File: config.mk
export PLATFORM = sky130hd
export DESIGN_NAME = dmem_arbiter
export DESIGN_NICKNAME = d
export VERILOG_FILES = /design/src/rtl/dmem_pkg.sv /design/src/rtl/dmem_arbiter_rr_arb2.sv /design/src/rtl/dmem_arbiter.sv
export SDC_FILE = /design/constraint.sdc
export NUM_CORES = 1
export LEC_CHECK = 0
export BUFFER_PORTS_ARGS = -buffer_cell sky130_fd_sc_hd__buf_2
export CELL_PAD_IN_SITES_DETAIL_PLACEMENT = 0
export CELL_PAD_IN_SITES_GLOBAL_PLACEMENT = 1
export CORE_ASPECT_RATIO = 1.25
export CORE_MARGIN = 1.5
export CORE_UTILIZATION = 29
export DETAILED_ROUTE_END_ITERATION = 8
export PLACE_DENSITY_LB_ADDON = 0.12
export SYNTH_ARGS = -nofsm -noshare
export SYNTH_HDL_FRONTEND = slang
export SYNTH_HIERARCHICAL = 1
export SYNTH_SLANG_ARGS = --single-unit
File: constraint.sdc
create_clock -name clk -period 2.5 [get_ports clk]
set_input_delay 0.25 -clock clk [delete_from_list [all_inputs] [get_ports clk]]
set_output_delay 0.25 -clock clk [all_outputs]
set_load 0.01 [all_outputs]
File: src/rtl/dmem_pkg.sv
// rtl/dmem_pkg.sv - shared types, funct3 codes and the access-legality check
package dmem_pkg;

  localparam logic [2:0] F3_B  = 3'd0;
  localparam logic [2:0] F3_H  = 3'd1;
  localparam logic [2:0] F3_W  = 3'd2;
  localparam logic [2:0] F3_BU = 3'd4;
  localparam logic [2:0] F3_HU = 3'd5;

  typedef enum logic [1:0] {
    IDLE  = 2'd0,
    ISSUE = 2'd1,
    RESP  = 2'd2
  } dmem_state_t;

  // Unsigned variants exist only for loads; any store outside B/H/W is illegal.
  function automatic logic dmem_err(input logic we, input logic [2:0] funct3,
                                    input logic [1:0] addr_lo);
    logic bad_f3;
    logic misalign;
    bad_f3   = 1'b0;
    misalign = 1'b0;
    case (funct3)
      F3_B:    bad_f3 = 1'b0;
      F3_H:    misalign = addr_lo[0];
      F3_W:    misalign = |addr_lo;
      F3_BU:   bad_f3 = we;
      F3_HU: begin
        bad_f3   = we;
        misalign = addr_lo[0];
      end
      default: bad_f3 = 1'b1;
    endcase
    return bad_f3 | misalign;
  endfunction

endpackage

File: src/rtl/dmem_arbiter_rr_arb2.sv
// rtl/dmem_arbiter_rr_arb2.sv - two-way round-robin winner with last-grant memory
module rr_arb2 (
  input  logic       clk,
  input  logic       rst_n,
  input  logic [1:0] req,
  input  logic       grant_en,
  output logic [1:0] gnt,
  output logic       gnt_id
);

  logic last_q;
  logic last_d;

  always_comb begin
    gnt_id = 1'b0;
    case (req)
      2'b01:   gnt_id = 1'b0;
      2'b10:   gnt_id = 1'b1;
      2'b11:   gnt_id = ~last_q;
      default: gnt_id = 1'b0;
    endcase
    gnt    = (req == 2'b00) ? 2'b00 : (gnt_id ? 2'b10 : 2'b01);
    last_d = grant_en ? gnt_id : last_q;
  end

  // Reset to port 1 so that port 0 takes the first contended grant.
  always_ff @(posedge clk or negedge rst_n) begin
    if (!rst_n) begin
      last_q <= 1'b1;
    end else begin
      last_q <= last_d;
    end
  end

endmodule

File: src/rtl/dmem_arbiter.sv
// rtl/dmem_arbiter.sv - shares data memory between CPU and debug ports
// Latches one request, drives memory for one cycle, responds two cycles after accept.
module dmem_arbiter
  import dmem_pkg::*;
(
  input  logic        clk,
  input  logic        rst_n,
  input  logic [1:0]  req_valid,
  output logic [1:0]  req_ready,
  input  logic [31:0] req_addr0,
  input  logic [31:0] req_addr1,
  input  logic [31:0] req_wdata0,
  input  logic [31:0] req_wdata1,
  input  logic [2:0]  req_funct3_0,
  input  logic [2:0]  req_funct3_1,
  input  logic [1:0]  req_we,
  output logic [1:0]  resp_valid,
  output logic [31:0] resp_rdata,
  output logic        resp_err,
  output logic [31:0] mem_a,
  output logic [31:0] mem_wd,
  output logic [2:0]  mem_funct3,
  output logic        mem_we,
  input  logic [31:0] mem_rd
);

  dmem_state_t state_q, state_d;
  logic [31:0] addr_q, addr_d;
  logic [31:0] wdata_q, wdata_d;
  logic [2:0]  funct3_q, funct3_d;
  logic        we_q, we_d;
  logic        port_q, port_d;
  logic        err_q, err_d;

  logic [1:0]  gnt;
  logic        gnt_id;
  logic        hs;
  logic [31:0] sel_addr;
  logic [31:0] sel_wdata;
  logic [2:0]  sel_funct3;
  logic        sel_we;

  rr_arb2 u_arb (
    .clk      (clk),
    .rst_n    (rst_n),
    .req      (req_valid),
    .grant_en (hs),
    .gnt      (gnt),
    .gnt_id   (gnt_id)
  );

  assign hs = (state_q == IDLE) && (|(req_valid & gnt));

  always_comb begin
    sel_addr   = gnt_id ? req_addr1    : req_addr0;
    sel_wdata  = gnt_id ? req_wdata1   : req_wdata0;
    sel_funct3 = gnt_id ? req_funct3_1 : req_funct3_0;
    sel_we     = req_we[gnt_id];
  end

  always_comb begin
    state_d = state_q;
    case (state_q)
      IDLE:    if (hs) state_d = ISSUE;
      ISSUE:   state_d = RESP;
      RESP:    state_d = IDLE;
      default: state_d = IDLE;
    endcase
  end

  always_comb begin
    addr_d   = addr_q;
    wdata_d  = wdata_q;
    funct3_d = funct3_q;
    we_d     = we_q;
    port_d   = port_q;
    err_d    = err_q;
    if (hs) begin
      addr_d   = sel_addr;
      wdata_d  = sel_wdata;
      funct3_d = sel_funct3;
      we_d     = sel_we;
      port_d   = gnt_id;
      err_d    = dmem_err(sel_we, sel_funct3, sel_addr[1:0]);
    end
  end

  always_ff @(posedge clk or negedge rst_n) begin
    if (!rst_n) begin
      state_q  <= IDLE;
      addr_q   <= '0;
      wdata_q  <= '0;
      funct3_q <= '0;
      we_q     <= 1'b0;
      port_q   <= 1'b0;
      err_q    <= 1'b0;
    end else begin
      state_q  <= state_d;
      addr_q   <= addr_d;
      wdata_q  <= wdata_d;
      funct3_q <= funct3_d;
      we_q     <= we_d;
      port_q   <= port_d;
      err_q    <= err_d;
    end
  end

  // mem_we decodes the state directly so an async reset removes it at once.
  always_comb begin
    req_ready  = 2'b00;
    mem_we     = 1'b0;
    resp_valid = 2'b00;
    resp_err   = 1'b0;
    resp_rdata = '0;
    case (state_q)
      IDLE:  req_ready = gnt;
      ISSUE: mem_we = we_q & ~err_q;
      RESP: begin
        resp_valid = port_q ? 2'b10 : 2'b01;
        resp_err   = err_q;
        if (!we_q && !err_q) resp_rdata = mem_rd;
      end
      default: req_ready = 2'b00;
    endcase
  end

  assign mem_a      = addr_q;
  assign mem_wd     = wdata_q;
  assign mem_funct3 = funct3_q;

endmodule
== After elaboration in Yosys (flattened, before gate mapping) ==
Cells that the tools add are included.

* Muxes and demuxes: 21
* Equal/unequal tests: 9
* Bitwise logic cells: 5
* Reduce and logical (&&, ||, !) cells: 12
* $lt $le $gt $ge: 1

{| class="wikitable"
|+ Operator list
! cell !! count
|-
| two-way mux 32 bit || 4
|-
| two-way mux 2 bit || 6
|-
| OR reduction 2 bit || 4
|-
| equality test 2 bit (second input constant) || 3
|-
| equality test 3 bit (second input constant) || 2
|-
| two-way mux 1 bit || 6
|-
| case mux 1 bit (2 select lines) || 3
|-
| logical NOT 2 bit || 2
|-
| case mux 2 bit (2 select lines) || 1
|-
| equality test 3 x 1 -> 1 bit (second input constant) || 1
|-
| equality test 3 x 2 -> 1 bit (second input constant) || 1
|-
| logical NOT 3 bit || 1
|-
| two-way mux 3 bit || 1
|-
| OR reduction 3 bit || 1
|-
| AND 2 bit || 1
|-
| equality test 2 x 1 -> 1 bit (second input constant) || 1
|-
| logical AND 1 bit || 2
|-
| logical NOT 1 bit || 2
|-
| less-than comparator 1 x 2 -> 1 bit (second input constant) || 1
|-
| != test 2 x 1 -> 1 bit (second input constant) || 1
|-
| inverter 1 bit || 2
|-
| AND 1 bit || 1
|-
| bitwise OR 1 bit || 1
|}

* Logic and storage cells: 56
* Register bits: 73
* Input port bits: 172

== Longest topological paths before layout ==
Gate-level depths: netlist of run 1.

* Word-level depth: 9
* Mapped depth: 7
* Mapped depth without buffers: 5

== By module ==
The synthesis of run 1 kept the hierarchy.

{| class="wikitable"
|+ By module, submodules not included
! module !! times used !! area each (um^2) !! cells each
|-
| dmem_arbiter || 1 || 3751.1 || 369
|-
| rr_arb2 || 1 || 71.3 || 6
|}

== Worst setup path before layout of run 1 ==
Ideal clock, no wire load.

* Path kind: register to register
* From: register u_arb.last_q
* To: register u_arb.last_q
* Data arrival time: 1672 ps
* Clock period less this slack: 1754 ps
* Path buffers: 1
* Cell stages (with the launch flop): 7
* Setup slack: 746 ps
* Setup time: 82 ps
* Path through: dfstp_2 inv_1 a21boi_0 a22oi_2 nor2_4 buf_2 mux2_4

* Longest elaborated chain between the ends: 7

{| class="wikitable"
|+ Ends and longest elaborated chain
! element !! line !! RTL
|-
| from (decl) || dmem_arbiter_rr_arb2.sv:11 || <nowiki>logic last_q;</nowiki>
|-
| from (signal assigned) || dmem_arbiter_rr_arb2.sv:31 || <nowiki>last_q <= last_d;</nowiki>
|-
| inverter 1 bit || dmem_arbiter_rr_arb2.sv:19 || <nowiki>2'b11: gnt_id = ~last_q;</nowiki>
|-
| case mux 1 bit (2 select lines) || dmem_arbiter_rr_arb2.sv:16 || <nowiki>case (req)</nowiki>
|-
| two-way mux 2 bit (2 in a row) || dmem_arbiter_rr_arb2.sv:22 || <nowiki>gnt = (req == 2'b00) ? 2'b00 : (gnt_id ? 2'b10 : 2'b01);</nowiki>
|-
| named net gnt[0] || dmem_arbiter.sv:35 || <nowiki>logic [1:0] gnt;</nowiki>
|-
| AND 2 bit || dmem_arbiter.sv:52 || <nowiki>assign hs = (state_q == IDLE) && (|(req_valid & gnt));</nowiki>
|-
| OR reduction 2 bit || dmem_arbiter.sv:52 ||
|-
| logical AND 1 bit || dmem_arbiter.sv:52 ||
|-
| named net hs || dmem_arbiter.sv:37 || <nowiki>logic hs;</nowiki>
|}

The timed path passes the listed nets, and every way through them passes these cells.
A chain may end at the register's enable or synchronous reset.

== Final worst setup path of run 1 ==
* From: register u_arb.last_q
* To: register u_arb.last_q

* Longest elaborated chain between the ends: 7

{| class="wikitable"
|+ Ends and longest elaborated chain
! element !! line
|-
| inverter 1 bit || dmem_arbiter_rr_arb2.sv:19
|-
| case mux 1 bit (2 select lines) || dmem_arbiter_rr_arb2.sv:16
|-
| two-way mux 2 bit (2 in a row) || dmem_arbiter_rr_arb2.sv:22
|-
| named net gnt[0] || dmem_arbiter.sv:35
|-
| AND 2 bit || dmem_arbiter.sv:52
|-
| OR reduction 2 bit || dmem_arbiter.sv:52
|-
| logical AND 1 bit || dmem_arbiter.sv:52
|}

The timed path passes the listed nets, and every way through them passes these cells.

==> metrics.txt, run 1 <==
status=finished clean; Req. time, crit path=2750 ps; Worst VDD drop=approximately 0.00047 V; Finished Core Util=44.2%; final hold vios=0; RSZ-0062 raised after global routing=no; die area=approximately 0.014 mm^2; CTS Hold Bufs=0; Initial Util=29.9%; Crit Path Class=reg -> reg; dominant synthesized flop cell=dfrtp_1; placed instance area=0.00535 mm^2; Die W=106 um; Max Slew Vio Count=0; synth warn=6; CP endpoint kind=register; Placement Rows=46; switching part of the total=between 30% and 40%; # IOs=277; final setup vio count=0; die extent in y=around 130 um; post-route cell area=0.00565 mm^2; Max Clk Rate=504 MHz; Iter 0 DRT Violations=145; vias in the first global route=3787; total core area=0.0128 mm^2; fraction of final layout cells sized beyond drive strength 1=between 40% and 50%; initial antenna violation count=0; syn nets=547; Routed WL=about 13000 um; Post-CTS Resized=0; Clk pwr share=22.1%; worst hold slack=50.8 ps; Internal=3570 uW; Mapped Cells=375; EDFF count, synth=0; combinational power share=42.2%; mapped cell area=around 0.0038 mm^2; antenna viol nets, final=0; total gr overflow=0; Avg WL per Cell=about 16 um; Final nets=around 800; largest net degree at the start of global routing=74; H-tree level count=3; syn avg cell area=10.2 um^2; RD Place Congestion=0.731; setup tns final=0 ps; Post-route DRC=0; drt pass-1 iters=4; Yosys reg bits=73; leading area contributor after synthesis=dfrtp_1; Post-CTS Setup Repair Bufs=0; final worst slack=just over 500 ps; Hold WC Path Type=in -> async; Layout area overhead=47.8%; clk slew on worst S/H paths=60 ps; CTS Buf Count=9; root buf cell=clkbuf_16; Synth cell types=32; post-synthesis sequential area ratio=between 40% and 50%; Post-synth ARST share=100%; Max-Cap Viols=0; Crit Path Max Fanout=19; clk_lat worst skew=330 ps; Post-Route Skew=6.11 ps; CTS tree=built; maximum clock insertion buffer count=2; Worst Max-Slew Pin Slew=around 950 ps; CP startpoint kind=register; IO buf count=276; Tmin final=1980 ps; slew margin rel.=36.9%; first-pass GRT wire length=20000 um; cell area power density=1020 mW/mm^2; final period utilization=~79%; Yosys top cell area share=47.1%; fillers=1310; clk sink count=73; overall routing resource usage=18.3%; via count=about 3.9k; Worst EP arrival=2240 ps; Flop pwr share=35.8%; Place WS=525 ps; P_sw=2200 uW; Antenna Cells=0; routed vias/inst=4.76; ranking of synthesized cells by area=dfrtp_1, a21oi_1, mux2i_1, and2_1, buf_2; post-DP HPWL=~9500 um; Leakage=0.00289 uW
==> cell type report <==
type / instances / area (um^2) / area share (%)
Clock inverter: 6 / 57.6 / 1.02
Sequential cell: 73 / 1830 / 32.4
Tap cell: 168 / 210 / 3.72
Clock buffer: 10 / 239 / 4.23
Inverter: 3 / 11.3 / 0.199
Timing Repair Buffer: 287 / 1490 / 26.4
Multi-Input combinational cell: 267 / 1810 / 32.1
==> layer usage <==
layer / global-route usage (%) / share of wire, % / routed length (um)
met2: 31.7 / 50 / 6430
met1: 21.4 / 39 / 5070
met4: 6.68 / 2.2 / 286
met3: 4.76 / 8.2 / 1050
met5: 0 / 0 / 0
==> path summary, 6_finish.rpt <==
check                                   start             to  slack, ps  cells after the start
worst max-delay path             u_arb/last_q   u_arb/last_q        520                      6
worst min-delay path                    rst_n     mem_wd[14]         50                      1
worst max register to register   u_arb/last_q   u_arb/last_q        520                      6
worst min register to register  mem_funct3[0]  mem_funct3[0]        520                      2
max in group asynchronous               rst_n     mem_wd[22]       1810                      1
min in group clk                req_wdata0[9]      mem_wd[9]        210                      3
==> synth_stat cells (2+ instances only) <==
| cell | n |
|---|---|
| inv_1 | 3 |
| buf_4 | 5 |
| dfrtp_1 | 72 |
| a21boi_0 | 2 |
| clkbuf_2 | 2 |
| nor2_1 | 6 |
| mux2i_1 | 68 |
| and2_1 | 34 |
| a21oi_1 | 136 |
| buf_2 | 19 |
| nand2b_1 | 3 |
| buf_6 | 3 |
| clkbuf_1 | 3 |
==> metrics by stage <==
| stage | instances | power (uW) |
|---|---|---|
| 4_1_cts | 814 | 5860 |
| 3_3_place_gp | 798 | 4510 |
| 2_1_floorplan | 375 | 3460 |
| 6_report | 814 | 5770 |
| 3_5_place_dp | 798 | 4550 |
| 5_1_grt | 814 | 6190 |
==> flip-flops by register name, summed over array words and instances, names as in the netlist <==
register and cells:
state_q 2, port_q 1, mem_funct3 3, u_arb/last_q 1, mem_wd 32, err_q 1
we_q 1, mem_a 32
==> layout by cell type, fill, tap and decap left out <==
cell type,instances
dfstp_2,1
clkbuf_8,1
a22oi_2,1
a21boi_4,1
a221oi_1,1
or2_4,1
nor4_1,1
a211oi_1,1
clkbuf_16,9
clkinvlp_4,1
buf_12,2
o41ai_2,1
and3_1,1
a21oi_1,136
clkinv_2,4
inv_1,3
mux2_4,1
nor3_2,1
mux2_2,1
nand2_1,1
buf_4,10
bufinv_16,1
mux2i_1,68
a211o_1,1
nor2_1,5
nor2b_1,1
dfrtp_1,72
buf_2,275
a22o_2,1
a21boi_0,2
nor2_4,2
or4_1,1
and2_1,34
o21ai_0,1
nand2b_1,3
==> worst max-delay path, cell delays in order, from the launching register on <==
cell      delay (ps)
dfstp_2          580
inv_1             40
a21boi_0         310
a22oi_2          190
nor2_4           180
buf_4            270
mux2_4           320
==> power groups by stage <==
stage	logic (uW)	registers [uW]	clock network [uW]
floorplan	1150	2310	0
global placement	2440	2070	0
detailed placement	2480	2070	0
CTS	2480	2070	1320
global route	2690	2140	1370
finish	2430	2060	1270
==> kinds of logic after synthesis <==
family,Yosys count,share of synthesized area [%]
AOI/OAI and AO/OA,146,20.3
DFF,73,47.8
buffers and inverters,35,5.20
muxes,70,18.5
and+or+nand+nor,51,8.22
(Power assumes the default switching activity.)
==> run 2, diff against run 1 <==
==> constraint.sdc (replaced) <==
create_clock -name clk -period 1.9 [get_ports clk]
set_input_delay 0.19 -clock clk [delete_from_list [all_inputs] [get_ports clk]]
set_output_delay 0.19 -clock clk [all_outputs]
set_load 0.01 [all_outputs]
==> metrics.txt, run 2 (synthesis gave the netlist of run 1 again) <==
Placement Rows=46; Tmin final=about 1900 ps; antenna viol nets, final=0; Reg2Reg Launch Point=u_arb/last_q; Top Layer Used=met4; H-tree level count=3; Req. time, crit path=approximately 1700 ps; cell area power density=1320 mW/mm^2; initial antenna violation count=0; Post-Route Skew=5.22 ps; slew margin rel.=65.2%; Routed WL=~13000 um; Clk pwr share=22.9%; maximum clock insertion buffer count=2; Hold WC Path Type=in -> reg; CP endpoint kind=output port; # IOs=~280; final setup vio count=0; clk slew on worst S/H paths=60 ps; overall routing resource usage=18.3%; Finished Core Util=46.8%; Max Slew Vio Count=0; placed instance area=0.00541 mm^2; most frequent cells in the layout=buf_2, a21oi_1, dfrtp_1; clk_lat worst skew=330 ps; Iter 0 DRT Violations=approximately 190; r2r endpoint=mem_a[10]; status=finished clean; setup tns final=0 ps; final period utilization=between 90% and 100%; Worst Max-Slew Pin Slew=523 ps; r2r setup slk=180 ps; Antenna Cells=0; post-route cell area=0.00598 mm^2; Crit Path Class=reg -> out; routed metal-1 wire length=5010 um; first-pass GRT wire length=20100 um; die extent in y=approximately 130 um; Initial Util=~30%; DP Cell Count=801; met2 WL post-DR=approximately 7000 um; CP startpoint kind=register; Worst EP arrival=1690 ps; fraction of final layout cells sized beyond drive strength 1=52.1%; drt pass-1 iters=4; clk sink count=73; CTS Buf Count=9; Die W=106 um; Max-Cap Viols=0; Worst VDD drop=a little under 0.0006 V; final hold vios=0; root buf cell=clkbuf_16; Internal=4960 uW; CTS tree=built; vias in the first global route=3889; largest net degree at the start of global routing=51; Layout Cells excl Fill=823; end of the critical path=resp_rdata[30]; post-DP HPWL=between 9000 and 10000 um; P_sw=a little under 3000 uW; most common cell after layout, fill and taps aside=buf_2; routed vias/inst=4.77; Layout area overhead=56.4%; total gr overflow=0; met3 WL=1020 um; RD Place Congestion=0.756; cells on worst reg2reg path=6; via count=3929; Flop pwr share=about a third; die area=0.0139 mm^2; Avg WL per Cell=16.1 um; total core area=0.0128 mm^2; combinational power share=between 40 and 50%; Max Clk Rate=531 MHz; Leakage=0.00301 uW; Setup crit start=state_q[0]; switching part of the total=around 37%; Crit Path Max Fanout=8; Final nets=823; Post-route DRC=0; IO buf count=276; RSZ-0062 raised after global routing=yes
run 2: cell type report:
class / count / area (um^2)
Clock buffer: 10 / 239
Clock inverter: 5 / 80.1
Fill cell: 1261 / 6800
Inverter: 3 / 11.3
Multi-Input combinational cell: 267 / 1880
Sequential cell: 73 / 1830
Tap cell: 168 / 210
Timing Repair Buffer: 297 / 1730
run 2: how the worst min path moves through the flow:
stage	start	endpoint	slack, ps	cells past startpoint
3_5_place_dp	rst_n	mem_wd[12]	200	1
4_1_cts	req_wdata0[9]	mem_wd[9]	150	3
2_1_floorplan	rst_n	err_q	-110	0
5_1_grt	req_wdata1[19]	mem_wd[19]	170	3
3_3_place_gp	rst_n	mem_wd[15]	210	1
6_report	req_wdata0[9]	mem_wd[9]	160	3
run 2: per-stage QoR:
stage	worst slack [ps]	power, uW	hold WS (ps)
6_report	15.6	7920	159
4_1_cts	14.1	7910	150
2_1_floorplan	146	4550	-106
3_3_place_gp	68.9	5980	205
5_1_grt	-84.2	8490	168
3_5_place_dp	-20.9	6030	205
run 2: timing repair:
action / in CTS / in global routing
buffers inserted: 0 / 3
gates resized for setup: 2 / 50
endpoints found under the hold margin: 37 / 0
hold buffers: 1 / 0
pin swaps: 1 / 13
cloned: 0 / 3
setup endpoints to repair: 67 / 71
run 2: worst max-delay path: stages, from the launching register on:
cell and delay [ps]:
dfrtp_1 420, nand2b_4 170, nor3_4 250, buf_6 160, buf_8 130, and2_4 140, buf_6 90
run 2: power by group through the flow:
stage / sequential (uW) / clock, uW / combinational (uW)
3_5_place_dp: 2720 / 0 / 3310
4_1_cts: 2720 / 1880 / 3320
3_3_place_gp: 2740 / 0 / 3240
2_1_floorplan: 3040 / 0 / 1520
6_report: 2720 / 1820 / 3380
5_1_grt: 2830 / 1940 / 3720
run 2: layer usage:
| metal | GRT usage, % | vias to the layer above |
|---|---|---|
| li1 | - | 1891 |
| met1 | 20.5 | 1842 |
| met2 | 33.3 | 180 |
| met3 | 4.96 | 16 |
| met4 | 6.08 | 0 |
| met5 | 0 | - |
==> run 3, diff against run 2 <==
--- a/config.mk
+++ b/config.mk
@@ -11,6 +11,7 @@
 export CORE_ASPECT_RATIO = 1.25
 export CORE_MARGIN = 1.5
 export CORE_UTILIZATION = 29
+export CTS_BUF_LIST = sky130_fd_sc_hd__clkbuf_8
 export DETAILED_ROUTE_END_ITERATION = 8
 export PLACE_DENSITY_LB_ADDON = 0.12
 export SYNTH_ARGS = -nofsm -noshare
==> metrics.txt, run 3 (synthesis gave the netlist of run 1 again) <==
Finished Core Util=46.4%; maximum clock insertion buffer count=2; Worst VDD drop=0.000508 V; Leakage=0.00297 uW; Worst Max-Slew Pin Slew=511 ps; largest net degree at the start of global routing=51; CP max stage cell=dfrtp_1; Post-Route Skew=7.73 ps; vias in the first global route=3877; fillers=1273; Register Area=0.00183 mm^2; initial antenna violation count=0; IO buf count=about 280; Layout Cells excl Fill=823; RD Place Congestion=0.756; CP Cell Sequence=nand2b_4 > nor3_4 > buf_2 > and2_1 > buf_2; overall routing resource usage=18.2%; antenna viol nets, final=0; final period utilization=101%; RSZ-0062 raised after global routing=yes; root buf cell=clkbuf_8; DP Cell Count=around 800; Max-Cap Viols=0; post-DP HPWL=~9600 um; die extent in y=131 um; Die W=between 100 and 150 um; Worst path most repeated cell=buf_2; Placement Rows=46; final hold vios=0; Setup crit start=state_q[0]; Critical Path Max Stage Delay=420 ps; CTS tree=built; most common cell after layout, fill and taps aside=buf_2; cell area power density=between 1000 and 1500 mW/mm^2; H-tree level count=3; final worst slack=-12.5 ps; Tot Pwr=roughly 7500 uW; Tmin final=around 1900 ps; status=finished with violations; drt pass-1 iters=4; clk_lat worst skew=340 ps; Hold WC Path Type=in -> reg; failing checks=setup timing; via count=3911; Final nets=between 800 and 900; die area=0.0139 mm^2; clk sink count=73; Req. time, crit path=about 1700 ps; # IOs=277; Post-route DRC=0; setup tns final=-57.4 ps; CP endpoint kind=output port; worst hold start=req_wdata0[9]; Worst EP arrival=1720 ps; Reg2Reg Launch Point=u_arb/last_q; total core area=around 0.013 mm^2; Crit Path Class=reg -> out; total gr overflow=0; CTS Buf Count=9; clk slew on worst S/H paths=about 70 ps; slew margin rel.=approximately two thirds; Iter 0 DRT Violations=129; first-pass GRT wire length=20000 um; final setup vio count=12; routed vias/inst=4.75; Antenna Cells=0; Crit Path Max Fanout=8; Multi-input gate area=0.00189 mm^2; Avg WL per Cell=~16 um; Routed WL=13300 um; Max Slew Vio Count=0; Max Clk Rate=523 MHz; most frequent cells in the layout=buf_2, a21oi_1, dfrtp_1; Initial Util=29.9%; fraction of final layout cells sized beyond drive strength 1=53.0%; Layout area overhead=55.2%; CP startpoint kind=register
==> run 3: final timing paths <==
| path | endpoint | slack (ps) | cells past startpoint |
|---|---|---|---|
| worst max-delay path | resp_rdata[0] | -10 | 5 |
| worst min-delay path | mem_wd[9] | 150 | 3 |
| worst max register to register | mem_a[24] | 150 | 6 |
| worst min register to register | mem_a[27] | 520 | 2 |
| max in group asynchronous | u_arb/last_q | 890 | 3 |
| min in group asynchronous | mem_wd[12] | 360 | 2 |
==> run 3: area by class of cell <==
| class | count | area share (%) |
|---|---|---|
| Tap cell | 168 | 3.54 |
| Clock inverter | 5 | 1.35 |
| Timing Repair Buffer | 297 | 29.8 |
| Inverter | 3 | 0.190 |
| Sequential cell | 73 | 30.8 |
| Clock buffer | 10 | 2.32 |
| Multi-Input combinational cell | 267 | 31.9 |
==> run 3: critical path, delay by kind of cell (launching register included) <==
| family | cells | cell delay [ps] |
|---|---|---|
| buf+inv | 2 | 380 |
| simple gates | 3 | 580 |
| flops | 1 | 420 |
==> run 3: through the flow <==
stage	instance area, um^2	setup WS [ps]	hold slack (ps)
6_report	5930	-12.5	147
5_1_grt	5930	-111	136
4_1_cts	5650	-0.171	125
3_5_place_dp	5410	-20.9	205
3_3_place_gp	5410	68.9	205
2_1_floorplan	3820	146	-106
==> run 3: repair_timing <==
item / in CTS / in global routing
endpoints found under the setup margin: 71 / 73
pin swaps: 1 / 20
setup buffers: 0 / 3
hold endpoints to repair: 37 / 0
cloned: 0 / 3
hold buffers: 1 / 0
resized for setup: 3 / 63
==> run 3: metal layers <==
layer  track usage [%]  routed length (um)  part of all wire (%)  vias to the layer above
met5                 0                   0                     0                        -
met4              4.95                 281                   2.1                        0
met3              5.26                1080                   8.1                       17
met2              33.0                6890                    52                      189
met1              20.5                5020                    38                     1817
li1                  -                   -                     -                     1888
==> run 3: report_power, final <==
| part | internal [uW] | switching, uW | total (uW) | leakage, uW |
|---|---|---|---|---|
| sequential | 2300 | 418 | 2720 | 0.000805 |
| clock | 766 | 580 | 1350 | 0.000104 |
| combinational | 1500 | 1900 | 3400 | 0.00206 |
